[config.mk]
export PLATFORM = sky130hd
export DESIGN_NAME = fpu_result_buffer
export DESIGN_NICKNAME = d
export VERILOG_FILES = /design/src/rtl/fpu_result_buffer.sv
export SDC_FILE = /design/constraint.sdc
export NUM_CORES = 1
export LEC_CHECK = 0
export ABC_AREA = 1
export ABC_CLOCK_PERIOD_IN_PS = 5200
export CAP_MARGIN = 0
export CORE_AREA = 2 2 141 143
export DETAILED_ROUTE_END_ITERATION = 16
export DIE_AREA = 0 0 143 145
export PLACE_DENSITY_LB_ADDON = 0.12
export SYNTH_ARGS = -nofsm -noshare
export SYNTH_HDL_FRONTEND = slang
export SYNTH_SLANG_ARGS = --single-unit
[constraint.sdc]
create_clock -name Clk_CI -period 5.2 [get_ports Clk_CI]
set_clock_uncertainty 0.05 [all_clocks]
set_input_delay 0.78 -clock Clk_CI [delete_from_list [all_inputs] [get_ports Clk_CI]]
set_output_delay 0.78 -clock Clk_CI [all_outputs]
set_load 0.02 [all_outputs]
[src/rtl/fpu_result_buffer.sv]
// FPU result buffer: captures FPU result pulses into a FIFO, issues credits
// so the FPU can never overflow it, and hands results to write-back via valid/ready.
module fpu_result_buffer #(
  parameter int unsigned C_OP   = 32,
  parameter int unsigned C_FLAG = 9,
  parameter int unsigned C_TAG  = 5,
  parameter int unsigned DEPTH  = 4
) (
  input  logic                         Clk_CI,
  input  logic                         Rst_RBI,
  input  logic                         Issue_SI,
  output logic                         IssueGnt_SO,
  input  logic                         Req_SI,
  input  logic [C_OP-1:0]              Result_DI,
  input  logic [C_FLAG-1:0]            Flags_DI,
  input  logic [C_TAG-1:0]             Tag_DI,
  output logic                         Valid_SO,
  input  logic                         Ready_SI,
  output logic [C_OP-1:0]              Result_DO,
  output logic [C_FLAG-1:0]            Flags_DO,
  output logic [C_TAG-1:0]             Tag_DO,
  output logic [$clog2(DEPTH+1)-1:0]   Count_SO,
  output logic                         Error_SO
);

  localparam int unsigned AW = $clog2(DEPTH);
  localparam int unsigned PW = AW + 1;
  localparam int unsigned CW = $clog2(DEPTH + 1);

  typedef struct packed {
    logic [C_TAG-1:0]  tag;
    logic [C_FLAG-1:0] flags;
    logic [C_OP-1:0]   result;
  } entry_t;

  entry_t          mem_q [DEPTH];
  logic [PW-1:0]   wptr_q, rptr_q;
  logic [CW-1:0]   count_q, out_q;
  logic            valid_q, error_q;

  logic            pop, push, full, gnt, inc;
  logic [CW-1:0]   count_d, out_d;
  logic            error_d;
  logic [AW-1:0]   rd_idx, wr_idx;

  // Handshake, credit and occupancy next-state logic.
  always_comb begin
    pop     = 1'b0;
    push    = 1'b0;
    full    = 1'b0;
    gnt     = 1'b0;
    inc     = 1'b0;
    count_d = count_q;
    out_d   = out_q;
    error_d = error_q;

    pop     = valid_q & Ready_SI;
    full    = (count_q == CW'(DEPTH));
    // A pop frees the head slot this cycle, so a push into a full FIFO is still safe.
    push    = Req_SI & (~full | pop);
    // Popping returns a credit that can be spent by an issue in the same cycle.
    gnt     = (out_q < CW'(DEPTH)) | pop;
    inc     = Issue_SI & gnt;
    count_d = count_q + CW'(push) - CW'(pop);
    out_d   = out_q + CW'(inc) - CW'(pop);
    error_d = error_q | (Issue_SI & ~gnt) | (Req_SI & ~push);
  end

  // Pointer, occupancy, credit and sticky error registers.
  always_ff @(posedge Clk_CI or negedge Rst_RBI) begin
    if (!Rst_RBI) begin
      wptr_q  <= '0;
      rptr_q  <= '0;
      count_q <= '0;
      out_q   <= '0;
      valid_q <= 1'b0;
      error_q <= 1'b0;
    end else begin
      if (push) wptr_q <= wptr_q + PW'(1);
      if (pop)  rptr_q <= rptr_q + PW'(1);
      count_q <= count_d;
      out_q   <= out_d;
      valid_q <= (count_d != '0);
      error_q <= error_d;
    end
  end

  assign wr_idx = wptr_q[AW-1:0];
  assign rd_idx = rptr_q[AW-1:0];

  // Entry storage; cleared on reset so data outputs read zero afterwards.
  always_ff @(posedge Clk_CI or negedge Rst_RBI) begin
    if (!Rst_RBI) begin
      for (int i = 0; i < int'(DEPTH); i++) mem_q[i] <= '0;
    end else if (push) begin
      mem_q[wr_idx] <= {Tag_DI, Flags_DI, Result_DI};
    end
  end

  assign IssueGnt_SO = gnt;
  assign Valid_SO    = valid_q;
  assign Count_SO    = count_q;
  assign Error_SO    = error_q;
  assign Result_DO   = mem_q[rd_idx].result;
  assign Flags_DO    = mem_q[rd_idx].flags;
  assign Tag_DO      = mem_q[rd_idx].tag;

endmodule
# After elaboration in Yosys (flattened, before gate mapping)
# Index checks and enable logic that the tools add are counted.
[totals] regBits=198 input_bits=51 output_inout_bits=52 word_cells=51
[classes] n_addsub=6 order_cmp=4 eq_ne=1 muxes=6 bitwise_logic=14 reduce_logical=2
[ops] op="184-bit bitwise mux" count=1
[ops] op="46-bit two-way mux" count=3
[ops] op="46-bit binary-select mux with 2-bit select" count=1
[ops] op="46-bit demux with 2-bit select" count=1
[ops] op="3-bit by 1-bit adder with 3-bit output" count=2
[ops] op="3-bit by 1-bit adder with 3-bit output (second input constant)" count=2
[ops] op="3-bit greater-or-equal comparator (second input constant)" count=2
[ops] op="2-bit NOT with 3-bit output" count=2
[ops] op="3-bit by 1-bit subtractor with 3-bit output" count=2
[ops] op="1-bit AND" count=5
[ops] op="1-bit bitwise OR" count=4
[ops] op="3-bit == test (second input constant)" count=1
[ops] op="3-bit by 1-bit less-than comparator with 1-bit output (second input constant)" count=1
[ops] op="3-bit less-than comparator (second input constant)" count=1
[ops] op="1-bit NOT" count=3
[ops] op="3-bit nonzero test" count=1
[ops] op="1-bit logical AND" count=1

# Logic depth before layout (Yosys ltp)
[logic_depth] depth_word=7 ltp_mapped=12 mapped_depth_nobuf=11

# Least setup slack after synthesis
# No wires, ideal clock.
[synth_path] path_type="input to register" startpoint="input Ready_SI" endpoint="register valid_q, in the netlist Valid_SO" setup_ns=0.125 t_arrival_ns=2.307 required_ns=5.025 setup_slack_ns=2.717 stages=12 n_path_buf=1 path_cell_list="nand2_2 nand3_2 buf_2 nand2_1 ha_1 inv_1 ha_1 inv_1 fa_1 inv_1 nor2_1 nand2_1"
[synth_via] elab_chain_len=6
[synth_rtl] item="from (decl)" line_no="18" text="input logic Ready_SI,"
[synth_rtl] item="1-bit AND (*)" line_no="57" text="pop = valid_q & Ready_SI;"
[synth_rtl] item="1-bit bitwise OR" line_no="60" text="push = Req_SI & (~full | pop);"
[synth_rtl] item="1-bit AND" line_no="60"
[synth_rtl] item="3-bit by 1-bit adder with 3-bit output" line_no="64" text="count_d = count_q + CW'(push) - CW'(pop);"
[synth_rtl] item="3-bit by 1-bit subtractor with 3-bit output (*)" line_no="64"
[synth_rtl] item="named net count_d[1]" line_no="42" text="logic [CW-1:0] count_d, out_d;"
[synth_rtl] item="3-bit nonzero test (*)" line_no="83" text="valid_q <= (count_d != '0);"
[synth_rtl] item="to (signal assigned)" line_no="83"
[synth_rtl] item="to (decl)" line_no="39" text="logic valid_q, error_q;"
# Mark *: on every way through the listed nets, which the timed path passes. The rest lies on a longest branch.
# A chain may end at the register's enable or synchronous reset.

# Final worst setup path
[layout_path] startpoint="register rptr_q[1]" endpoint="output Result_DO[3]"
[layout_via] elab_chain_len=4
[layout_rtl] item="from (decl)" line_no="37" text="logic [PW-1:0] wptr_q, rptr_q;"
[layout_rtl] item="from (signal assigned)" line_no="80" text="if (pop) rptr_q <= rptr_q + PW'(1);"
[layout_rtl] item="2-bit NOT with 3-bit output (implied by the code)" line_no="104" text="assign Result_DO = mem_q[rd_idx].result;"
[layout_rtl] item="46-bit binary-select mux with 2-bit select" line_no="104"
[layout_rtl] item="46-bit two-way mux"
[layout_rtl] item="46-bit two-way mux (implied by the code)" line_no="104"
[layout_rtl] item="to (decl)" line_no="19" text="output logic [C_OP-1:0] Result_DO,"
# Every way passes these cells. The select of a mux whose other input is x is not followed.

==> impl.org <==
** Outcome
- Outcome :: complete, no violations

** Routing
- After detailed routing, the average wire length per cell comes to approximately 18 um.
- The routed design uses 1.59 mm of met3 wire.
- The final layout contains routed wiring with a total length of 26.6 mm.
- Routed vias/inst :: 5.82
- Total met2 wirelength after detailed routing :: 12.7 mm
- Routed metal-1 wire length :: approximately 12 mm
- Via total after detailed routing :: around 8400
- Count of antenna-violating nets left after detailed routing :: 0
- Number of DRC markers after the initial detailed-route iteration :: ~700
- Signal routing reaches up to met4.
- 1st-pass router iterations :: 5
- For this run, design rule violations remaining after detail routing come to 0.

** Timing
- The final hold violation count is 0.
- The tightest hold path in the finished design has a slack of ~0.42 ns.
- Setup violations remaining at the end of the flow were counted as 0.
- Unrepaired setup endpoints after global routing :: no
- Final Critical Period :: ~3.8 ns
- Based on the critical path, the design can be clocked at up to 266 MHz.
- The number of pins exceeding their max-slew limit in the final report came to 0.
- After layout, the worst path uses 72.4% of the clock period.
- Measured against its own limit, the worst slew margin works out to approximately a fifth.
- Adding up every negative setup slack in the final design gives 0 ns.
- Transition at the pin with the smallest max-transition slack :: about 1.2 ns

** Synth
- In this run, distinct cell masters in the synthesized netlist total 26.
- The cell area that synthesis handed to floorplanning was 9510 um2.
- During synthesis, Yosys emitted a total of 0 warnings.
- Number of instances in the synthesized netlist :: roughly 1100
- Post-synth net total :: about 1200
- Each instance of the synthesized netlist takes up on average roughly 8.3 um2.
- Counting flops and latches in the post-synthesis netlist gives between 150 and 200.
- Sequential share of the synthesized area :: 51.6%

** Global route
- For this run the aggregate overflow at the end of global routing stands at 0.
- Entering global routing, the biggest net connects roughly 120 pins.
- GRT Resource Usage Total :: about a quarter
- The number of antenna violations at the first check in global routing came to 0.
- First-pass GRT wire length :: 43.7 mm
- Via count of the first global-routing pass :: ~8400

** Power
- Static leakage :: between 5 and 6 nW
- Total power draw :: 7.81 mW
- Maximum vdd drop :: roughly 0.42 mV
- In this run the power density over the cells is slightly above 700 nW/um2.

** CTS
- Clk sink count :: 196
- Quantity of gates resized following cts :: 0
- Hold buffer count at cts :: 0
- TritonCTS clock tree :: yes
- In this run the post-CTS setup repair buffer count came out at 0.
- Number of buffers created by CTS :: 17
- In this run the number of H-tree levels came out at 4.
- The clock reaches the later pin of the worst-skew pair after ~0.43 ns.
- In this run the clock root is driven by a clkbuf_16.
- Clock edge transition at the registers on the reported setup and hold paths :: roughly 0.070 ns
- In this run the deepest clock path goes through 2 buffers.

** Placed design
- After legalization and detailed placement, the total HPWL measured 13.4 mm.
- # placed instances :: between 1000 and 1500
- The congestion estimate from routability-driven global placement came to 0.730.
- In this run the tool buffered the top-level ports with ~100 buffer cells.

** Worst setup path
- Type of the setup path with the least slack :: flop to primary output
- STA classifies the critical path endpoint as a primary output.
- Crit path DAT :: between 2 and 3 ns
- Startpoint types :: flop
- Required time worst endpoint :: about 4.4 ns
- Worst Path Max Fanout :: 32

** Final layout
- Commonest non-fill, non-tap cell in the layout :: nand2_1
- Across the whole layout, storage elements account for 4910 um2.
- ANT cells :: 0
- Compared with the post-synthesis result, the final layout area differs by 16.6%.
- Multi-input gate area :: approximately 4000 um2
- At the end of the flow the core is filled with cells to a little under 60%.
- The top cell types in the final layout, fill and taps aside, are nand2_1, dfrtp_1, nand4_1.
- In the final design database the tool counted 1231 nets.
- After the flow finishes, the layout carries non-filler instances totaling around 1400.
- Count of fill cells added during filler insertion :: 1736
- Layout cells sized above 1 :: under 10%

** Floorplanning
- The core region is 19200 um2.
- Die Span Y :: roughly 150 um
- Area of the die :: between 20000 and 25000 um2
- 103 I/O pins were placed.
- Once the floorplan was initialized, standard cells occupied between 40% and 50% of the core.
- DIE WIDTH :: ~140 um
- The floorplan has slightly above 50 rows.

** Flow run
- Total of max-cap violations :: 0

** Worst hold path
- Worst Hold Class :: flop to flop
## kinds of logic (layout without fill, tap and decap cells)
kind of cell             after synthesis  in the layout  synth area share [%]
AND/OR/NAND/NOR                      671            671                  32.1
flip-flops                           196            196                  51.6
AO/OA/AOI/OAI                        138            138                  7.87
buffers and inverters                121            163                  6.57
adder cells (fa/ha/maj)               10             10                  1.47
XOR/XNOR                               4              4                 0.369
## layer usage
metal / GRT usage, % / vias to the layer above
li1: - / 3976
met3: 4.46 / 14
met4: 5.69 / 0
met2: 41.9 / 293
met1: 38.4 / 4133
met5: 0 / -
## per-stage QoR
step	worst slack (ns)	area, um2
2_1_floorplan	2.72	9510
3_3_place_gp	1.65	10400
3_5_place_dp	1.63	10400
4_1_cts	1.42	11100
5_1_grt	1.26	11100
6_report	1.43	11100
## path summary, 6_finish.rpt
path | startpoint | end | slack [ns] | cells after the start
max in group asynchronous | Rst_RBI | mem_q[110] | 3.46 | 2
setup reg to reg | Valid_SO | mem_q[32] | 2.43 | 6
hold / removal | mem_q[124] | mem_q[124] | 0.42 | 2
setup / recovery | rptr_q[1] | Result_DO[3] | 1.43 | 5
min in group asynchronous | Rst_RBI | mem_q[29] | 0.45 | 1
hold reg to reg | mem_q[124] | mem_q[124] | 0.42 | 2
## synth_stat cells
master / count / area, um2
xor2_1: 1 / 8.76
o21ai_1: 6 / 30.0
clkbuf_1: 25 / 93.8
ha_1: 8 / 100
inv_1: 13 / 48.8
nor2_1: 96 / 360
nand3_1: 3 / 15.0
nand3_4: 4 / 70.1
o21ai_0: 86 / 430
fa_1: 2 / 40.0
buf_8: 1 / 15.0
buf_2: 48 / 240
nand2_2: 1 / 6.26
nand3b_1: 1 / 7.51
clkbuf_2: 1 / 5.00
buf_1: 18 / 67.6
dfrtp_1: 196 / 4900
o22ai_1: 46 / 288
nand3_2: 1 / 10.0
buf_4: 2 / 15.0
xnor2_1: 3 / 26.3
nand2_1: 379 / 1420
inv_2: 1 / 3.75
nand4_1: 185 / 1160
buf_6: 12 / 135
nor2_2: 1 / 6.26
## power breakdown
part	internal, mW	switching (mW)
clock network	0.869	0.589
logic	1.40	2.36
registers	2.22	0.369
total	4.49	3.32
## critical path: stages (launching register included)
cell	delay (ns)
dfrtp_1	0.38
inv_1	0.85
buf_4	0.31
o21ai_0	0.10
o22ai_1	0.20
clkdlybuf4s50_1	0.66
## registers in the layout (all words and copies together), names as in the netlist
signal and count:
mem_q 184, Count_SO 3, out_q 3, rptr_q 2, wptr_q 2, Error_SO 1
Valid_SO 1
## cell type report
class	count	share of cell area, %
inverters	14	0.474
multi-input cells	823	36.0
flip-flops and latches	196	44.2
repair buffers	118	10.4
well taps	265	2.99
clock inverters	12	1.81
clock buffers	19	3.99
Note: power is estimated with default switching activity, not from simulation.
